[config.mk]
export PLATFORM = sky130hd
export DESIGN_NAME = brch_redirect
export DESIGN_NICKNAME = d
export VERILOG_FILES = /design/src/rtl/brch_pkg.sv /design/src/rtl/sat_counter.sv /design/src/rtl/brch_redirect.sv
export SDC_FILE = /design/constraint.sdc
export NUM_CORES = 1
export LEC_CHECK = 0
export ABC_AREA = 1
export ABC_CLOCK_PERIOD_IN_PS = 1700
export BUFFER_PORTS_ARGS = -buffer_cell sky130_fd_sc_hd__buf_2
export CAP_MARGIN = 20
export CELL_PAD_IN_SITES_DETAIL_PLACEMENT = 0
export CELL_PAD_IN_SITES_GLOBAL_PLACEMENT = 1
export CORE_UTILIZATION = 37
export DETAILED_ROUTE_END_ITERATION = 10
export GPL_TIMING_DRIVEN = 0
export PLACE_DENSITY_LB_ADDON = 0.1
export SETUP_SLACK_MARGIN = 0.02
export SYNTH_ARGS = -nofsm -noshare
export SYNTH_HDL_FRONTEND = slang
export SYNTH_SLANG_ARGS = --single-unit
[constraint.sdc]
create_clock -name clk -period 1.7 [get_ports clk]
set_input_delay 0.255 -clock clk [delete_from_list [all_inputs] [get_ports clk]]
set_output_delay 0.255 -clock clk [all_outputs]
set_load 0.1 [all_outputs]
[src/rtl/brch_pkg.sv]
// Shared definitions for the EX-stage branch redirect controller.
package brch_pkg;

  typedef enum logic [1:0] {
    IDLE  = 2'b00,
    REDIR = 2'b01,
    FLUSH = 2'b10
  } state_t;

  localparam int          MAX_FLUSH_CYCLES = 3;
  localparam logic [15:0] RESET_PC         = 16'h0000;

endpackage

[src/rtl/sat_counter.sv]
// Up-counter that sticks at all-ones instead of wrapping.
module sat_counter #(
  parameter int W = 16
) (
  input  logic         clk,
  input  logic         rst_n,
  input  logic         inc,
  output logic [W-1:0] count
);

  always_ff @(posedge clk) begin
    if (!rst_n) begin
      count <= '0;
    end else if (inc && (count != '1)) begin
      count <= count + 1'b1;
    end
  end

endmodule

[src/rtl/brch_redirect.sv]
// EX-stage redirect controller: issues fetch redirects over valid/ready,
// stalls/flushes the front end, and keeps saturating performance counts.
module brch_redirect
  import brch_pkg::*;
#(
  parameter int FLUSH_CYCLES = 1,
  parameter int CNT_W        = 16
) (
  input  logic             clk,
  input  logic             rst_n,
  input  logic             ExValid,
  input  logic             ExIsCtrl,
  input  logic             BrchOrJmpSig,
  input  logic [15:0]      ExTarget,
  input  logic             RedirectReady,
  output logic             RedirectValid,
  output logic [15:0]      RedirectPC,
  output logic             StallFront,
  output logic             FlushFD,
  output logic             FlushDX,
  output logic             Err,
  output logic [CNT_W-1:0] CtrlCount,
  output logic [CNT_W-1:0] TakenCount
);

  localparam int FW = $clog2(MAX_FLUSH_CYCLES + 1);

  state_t        state, state_next;
  logic [FW-1:0] flush_cnt;
  logic          ctrl_inc;
  logic          taken_inc;
  logic          err_set;
  logic          load_pc;

  always_ff @(posedge clk) begin
    if (!rst_n) begin
      state <= IDLE;
    end else begin
      state <= state_next;
    end
  end

  always_comb begin
    state_next = state;
    ctrl_inc   = 1'b0;
    taken_inc  = 1'b0;
    err_set    = 1'b0;
    load_pc    = 1'b0;
    unique case (state)
      IDLE: begin
        if (ExValid && ExIsCtrl) begin
          ctrl_inc = 1'b1;
          if (BrchOrJmpSig) begin
            if (!ExTarget[0]) begin
              taken_inc  = 1'b1;
              load_pc    = 1'b1;
              state_next = REDIR;
            end else begin
              err_set = 1'b1;
            end
          end
        end
      end
      REDIR: begin
        if (RedirectReady) state_next = FLUSH;
      end
      FLUSH: begin
        if (flush_cnt == FW'(1)) state_next = IDLE;
      end
      default: state_next = IDLE;
    endcase
  end

  // Loaded on acceptance so FLUSH lasts exactly FLUSH_CYCLES cycles.
  always_ff @(posedge clk) begin
    if (!rst_n) begin
      flush_cnt <= '0;
    end else if (state == REDIR && RedirectReady) begin
      flush_cnt <= FW'(FLUSH_CYCLES);
    end else if (state == FLUSH) begin
      flush_cnt <= flush_cnt - 1'b1;
    end
  end

  always_ff @(posedge clk) begin
    if (!rst_n) begin
      RedirectPC <= RESET_PC;
      Err        <= 1'b0;
    end else begin
      if (load_pc) RedirectPC <= ExTarget;
      if (err_set) Err        <= 1'b1;
    end
  end

  assign RedirectValid = (state == REDIR);
  assign StallFront    = (state == REDIR);
  assign FlushFD       = (state == FLUSH);
  assign FlushDX       = (state == REDIR) || (state == FLUSH);

  sat_counter #(.W(CNT_W)) u_ctrl_cnt (
    .clk   (clk),
    .rst_n (rst_n),
    .inc   (ctrl_inc),
    .count (CtrlCount)
  );

  sat_counter #(.W(CNT_W)) u_taken_cnt (
    .clk   (clk),
    .rst_n (rst_n),
    .inc   (taken_inc),
    .count (TakenCount)
  );

endmodule

==> flow_results.org <==
** Final layout
- Layout overhead on the synthesized area :: 25.7%
- Layout Nets :: 525
- The finished cells cover 0.00357 mm².
- For this run, the share of the core covered by cells in the final layout is 48.7%.
- After filler insertion, the fill cell instance count of the layout stands at 756.
- 0 antenna diodes ended up in the layout.
- The post-route netlist has 34.1% of its cells at a drive strength greater than 1.

** STA
- Period Utilization, post-route :: 94.1%
- Headroom to the max-slew limit came out at 59.2%.
- Achievable frequency :: 625 MHz
- Setup violations remaining at the end of the flow were counted as 0.
- The final-report max-slew violation count was 0.
- Final period demand of the worst path :: 1.60 ns
- Unrepaired setup endpoints after global routing :: true
- Final clock skew :: 0.00536 ns
- Endpoints failing hold :: 0
- Worst-margin pin slew :: 0.612 ns

** Clocking
- The clock tree synthesis step divided the H-tree into 2 levels.
- The number of hold buffers added after CTS was 0.
- CTS root buf :: sky130_fd_sc_hd__clkbuf_8
- Clock latency on the worst-skew pair, taken at its later pin, is 0.31 ns.
- Clock sink total :: 53
- TritonCTS built the clock tree.
- Buffers inserted during clock tree synthesis total 5.
- Clock transition at the register clock pins on the worst setup and hold paths after CTS :: 0.10 ns
- Buffer depth of the longest clock path :: 2

** Critical path
- The worst register-to-register path has a depth of 10.
- Launching element type of the critical path :: flop
- The worst setup path is captured at an output pin.
- In this run the critical register-to-register path is launched from state[1].
- STA puts the critical path data required time at 1.44 ns.
- Worst setup path endpoint :: RedirectValid
- The setup path with the least slack is of type flop to output pin.
- Along the worst path, the maximum fanout reaches 4.
- Crit path from :: state[1]
- Setup slack of the worst register-to-register path :: 0.17 ns
- The endpoint identified for the worst register-to-register timing path is u_ctrl_cnt.count[11].
- Data on the critical path arrives at its endpoint at 1.35 ns.

** Power
- Of the total power, registers draw 47.1%.
- Cell area power density :: 768 mW/mm²
- Net switching is 33.9% of the power.
- Cell internal power was estimated by the tool at 1.81 mW.
- Clock network power share :: 30.2%
- In this run, the combinational gates consume 22.6% of the power.
- Pleak :: 1.56 nW
- Switching component of the power :: 928 µW
- Worst-case vdd ir drop :: 554 µV

** GRT
- Initial antenna violation count :: 0
- Total gr overflow :: 0
- GRT Total Usage :: 17.8%
- First-pass GRT wire length :: 11100 µm
- Via count of the first global-routing pass :: 2411
- Entering global routing, the biggest net connects 18 pins.

** Synthesis
- Cell with the most instances after synthesis :: sky130_fd_sc_hd__nand2_1
- By area the synthesized netlist is led by sky130_fd_sc_hd__dfxtp_1 (37%), sky130_fd_sc_hd__nand2_1 (16%), sky130_fd_sc_hd__nor2_1 (8.2%).
- After synthesis the netlist holds a flip-flop and latch count of 53.
- EDFF count, synth :: 0
- The share of the Yosys chip area taken by registers is 37.4%.
- For this run, asynchronously set or reset flops after synthesis account for 0%.
- The number of nets in the synthesized netlist is 442.
- Ranked by instance count, the synthesized netlist is headed by sky130_fd_sc_hd__nand2_1 (118), sky130_fd_sc_hd__nor2_1 (62), sky130_fd_sc_hd__dfxtp_1 (53), sky130_fd_sc_hd__a21oi_1 (38), sky130_fd_sc_hd__inv_1 (32).
- Yosys top cell by area :: sky130_fd_sc_hd__dfxtp_1
- Among all flip-flop cells after synthesis, the most frequent one is sky130_fd_sc_hd__dfxtp_1.
- In the synthesized netlist, the number of instances is 414.
- After synthesis, the largest area contributor takes up 37.4% of total cell area.
- Synthesis instantiated 30 different standard cells from the library.
- Synthesis warning total :: 0
- Cell area after technology mapping :: 0.00284 mm²
- In this run the mean area of a mapped cell was 6.86 µm².

** Floorplan
- In this run the core area contains 31 standard-cell rows.
- The die is 89.6 µm tall.
- Initial cell density of the core :: 38.7%
- # IOs :: 75
- The floorplan step defined a die boundary enclosing 0.00803 mm².
- Horizontal die dimension :: 89.6 µm
- The floorplan step defined a core boundary enclosing 0.00733 mm².

** Drt
- Post-detailed-route count of antenna-violating nets :: 0
- Routed wire length :: 7020 µm
- DRT Pass-1 Iters :: 4
- In the routed design, unresolved DRC markers number 0.
- Drt first-iter violations :: 108
- Using the TritonRoute via totals, the vias-per-cell ratio works out to 4.67.
- Number of vias in the routed layout :: 2790
- Post-detailed-route wirelength per cell :: 11.8 µm

** Place
- Final weighted congestion of routability-driven global placement :: 0.789
- Summed over all nets, the half-perimeter wirelength after detailed placement is 5300 µm.
- Once placement finished, the instance area stood at 0.00340 mm².
- Buffers placed on the I/O ports in this run total 74.

** Status
- The flow ran to the end, and the final reports show no timing, DRC or antenna violations.

** Worst hold path
- Hold Path Class :: input port to flop

** Flow run
- Across the run, the number of max-cap violations was 0.
## power groups by stage
stage / registers [mW] / logic [mW] / clock network (mW)
floorplan: 1.45 / 0.347 / 0
global placement: 1.32 / 0.574 / 0
global route: 1.30 / 0.663 / 0.915
CTS: 1.29 / 0.590 / 0.862
finish: 1.29 / 0.621 / 0.828
detailed placement: 1.32 / 0.577 / 0
## critical path: stages, from the launching register on
cell and delay (ns):
sky130_fd_sc_hd__dfxtp_1 0.36, sky130_fd_sc_hd__inv_1 0.12, sky130_fd_sc_hd__ha_2 0.22, sky130_fd_sc_hd__clkbuf_4 0.33
## stage by stage
stage | total power, mW | worst slack, ns | std cells | setup TNS, ns | hold WS (ns)
after floorplan | 1.80 | 0.0388 | 414 | 0 | 0.398
after global placement | 1.89 | -0.0317 | 587 | -0.0558 | 0.441
after detailed placement | 1.90 | -0.0467 | 587 | -0.0763 | 0.449
after CTS | 2.74 | 0.0196 | 595 | 0 | 0.169
after global routing | 2.88 | 0.00230 | 597 | 0 | 0.169
final | 2.74 | 0.0997 | 597 | 0 | 0.178
## repair_timing
action	4_1_cts	5_1_grt
pin swaps	0	3
resized for setup	4	9
buffers inserted	0	2
setup endpoints to repair	6	18
## state kept, by name (all words and copies together) (netlist names)
name / flops
state: 2
Err: 1
u_ctrl_cnt.count: 16
u_taken_cnt.count: 16
RedirectPC: 16
flush_cnt: 2
## cell type report
type	instances	area, µm²	area share [%]
Buffer	11	73.8	2.07
Clock buffer	6	93.8	2.63
Clock inverter	2	15.0	0.421
Inverter	36	135	3.79
Multi-Input combinational cell	314	1620	45.3
Sequential cell	53	1110	31.1
Tap cell	99	124	3.47
Timing Repair Buffer	76	400	11.2
## worst min-delay path by stage
stage / slack [ns] / startpoint / to / depth (start not counted)
5_1_grt: 0.17 / ExTarget[2] / RedirectPC[2] / 3
4_1_cts: 0.17 / ExTarget[4] / RedirectPC[4] / 3
3_5_place_dp: 0.45 / RedirectPC[0] / RedirectPC[0] / 2
2_1_floorplan: 0.40 / ExTarget[1] / RedirectPC[1] / 2
6_report: 0.18 / ExTarget[4] / RedirectPC[4] / 3
3_3_place_gp: 0.44 / RedirectPC[0] / RedirectPC[0] / 2
## cells in the final DEF, fill, tap and decap left out, types with 4 or more instances in the layout
cell,count
sky130_fd_sc_hd__dfxtp_1,21
sky130_fd_sc_hd__nand3_1,29
sky130_fd_sc_hd__o21ai_0,7
sky130_fd_sc_hd__dfxtp_4,4
sky130_fd_sc_hd__a21oi_1,38
sky130_fd_sc_hd__inv_2,5
sky130_fd_sc_hd__nand2_1,118
sky130_fd_sc_hd__nor2_4,9
sky130_fd_sc_hd__buf_6,4
sky130_fd_sc_hd__dfxtp_2,28
sky130_fd_sc_hd__buf_2,73
sky130_fd_sc_hd__buf_4,6
sky130_fd_sc_hd__nor2_2,9
sky130_fd_sc_hd__clkbuf_8,5
sky130_fd_sc_hd__nand2_2,11
sky130_fd_sc_hd__nor2_1,60
sky130_fd_sc_hd__nand4_1,6
sky130_fd_sc_hd__inv_1,31
## per-layer routing
layer  track usage, %  share of wire (%)
met2             28.2                 42
met3             3.29                4.5
met1             24.9                 52
met4             4.91               0.98
met5                0                  0
## logic make-up (layout without fill, tap and decap cells)
kind of cell,Yosys count,count (layout),share of synthesized area (%)
xor+xnor,4,4,1.23
buf+inv,47,131,7.36
compound gates,51,51,9.69
simple gates,253,253,41.7
flops,53,53,37.4
fa+ha+maj,6,6,2.64
Note: power is estimated with default switching activity, not from simulation.
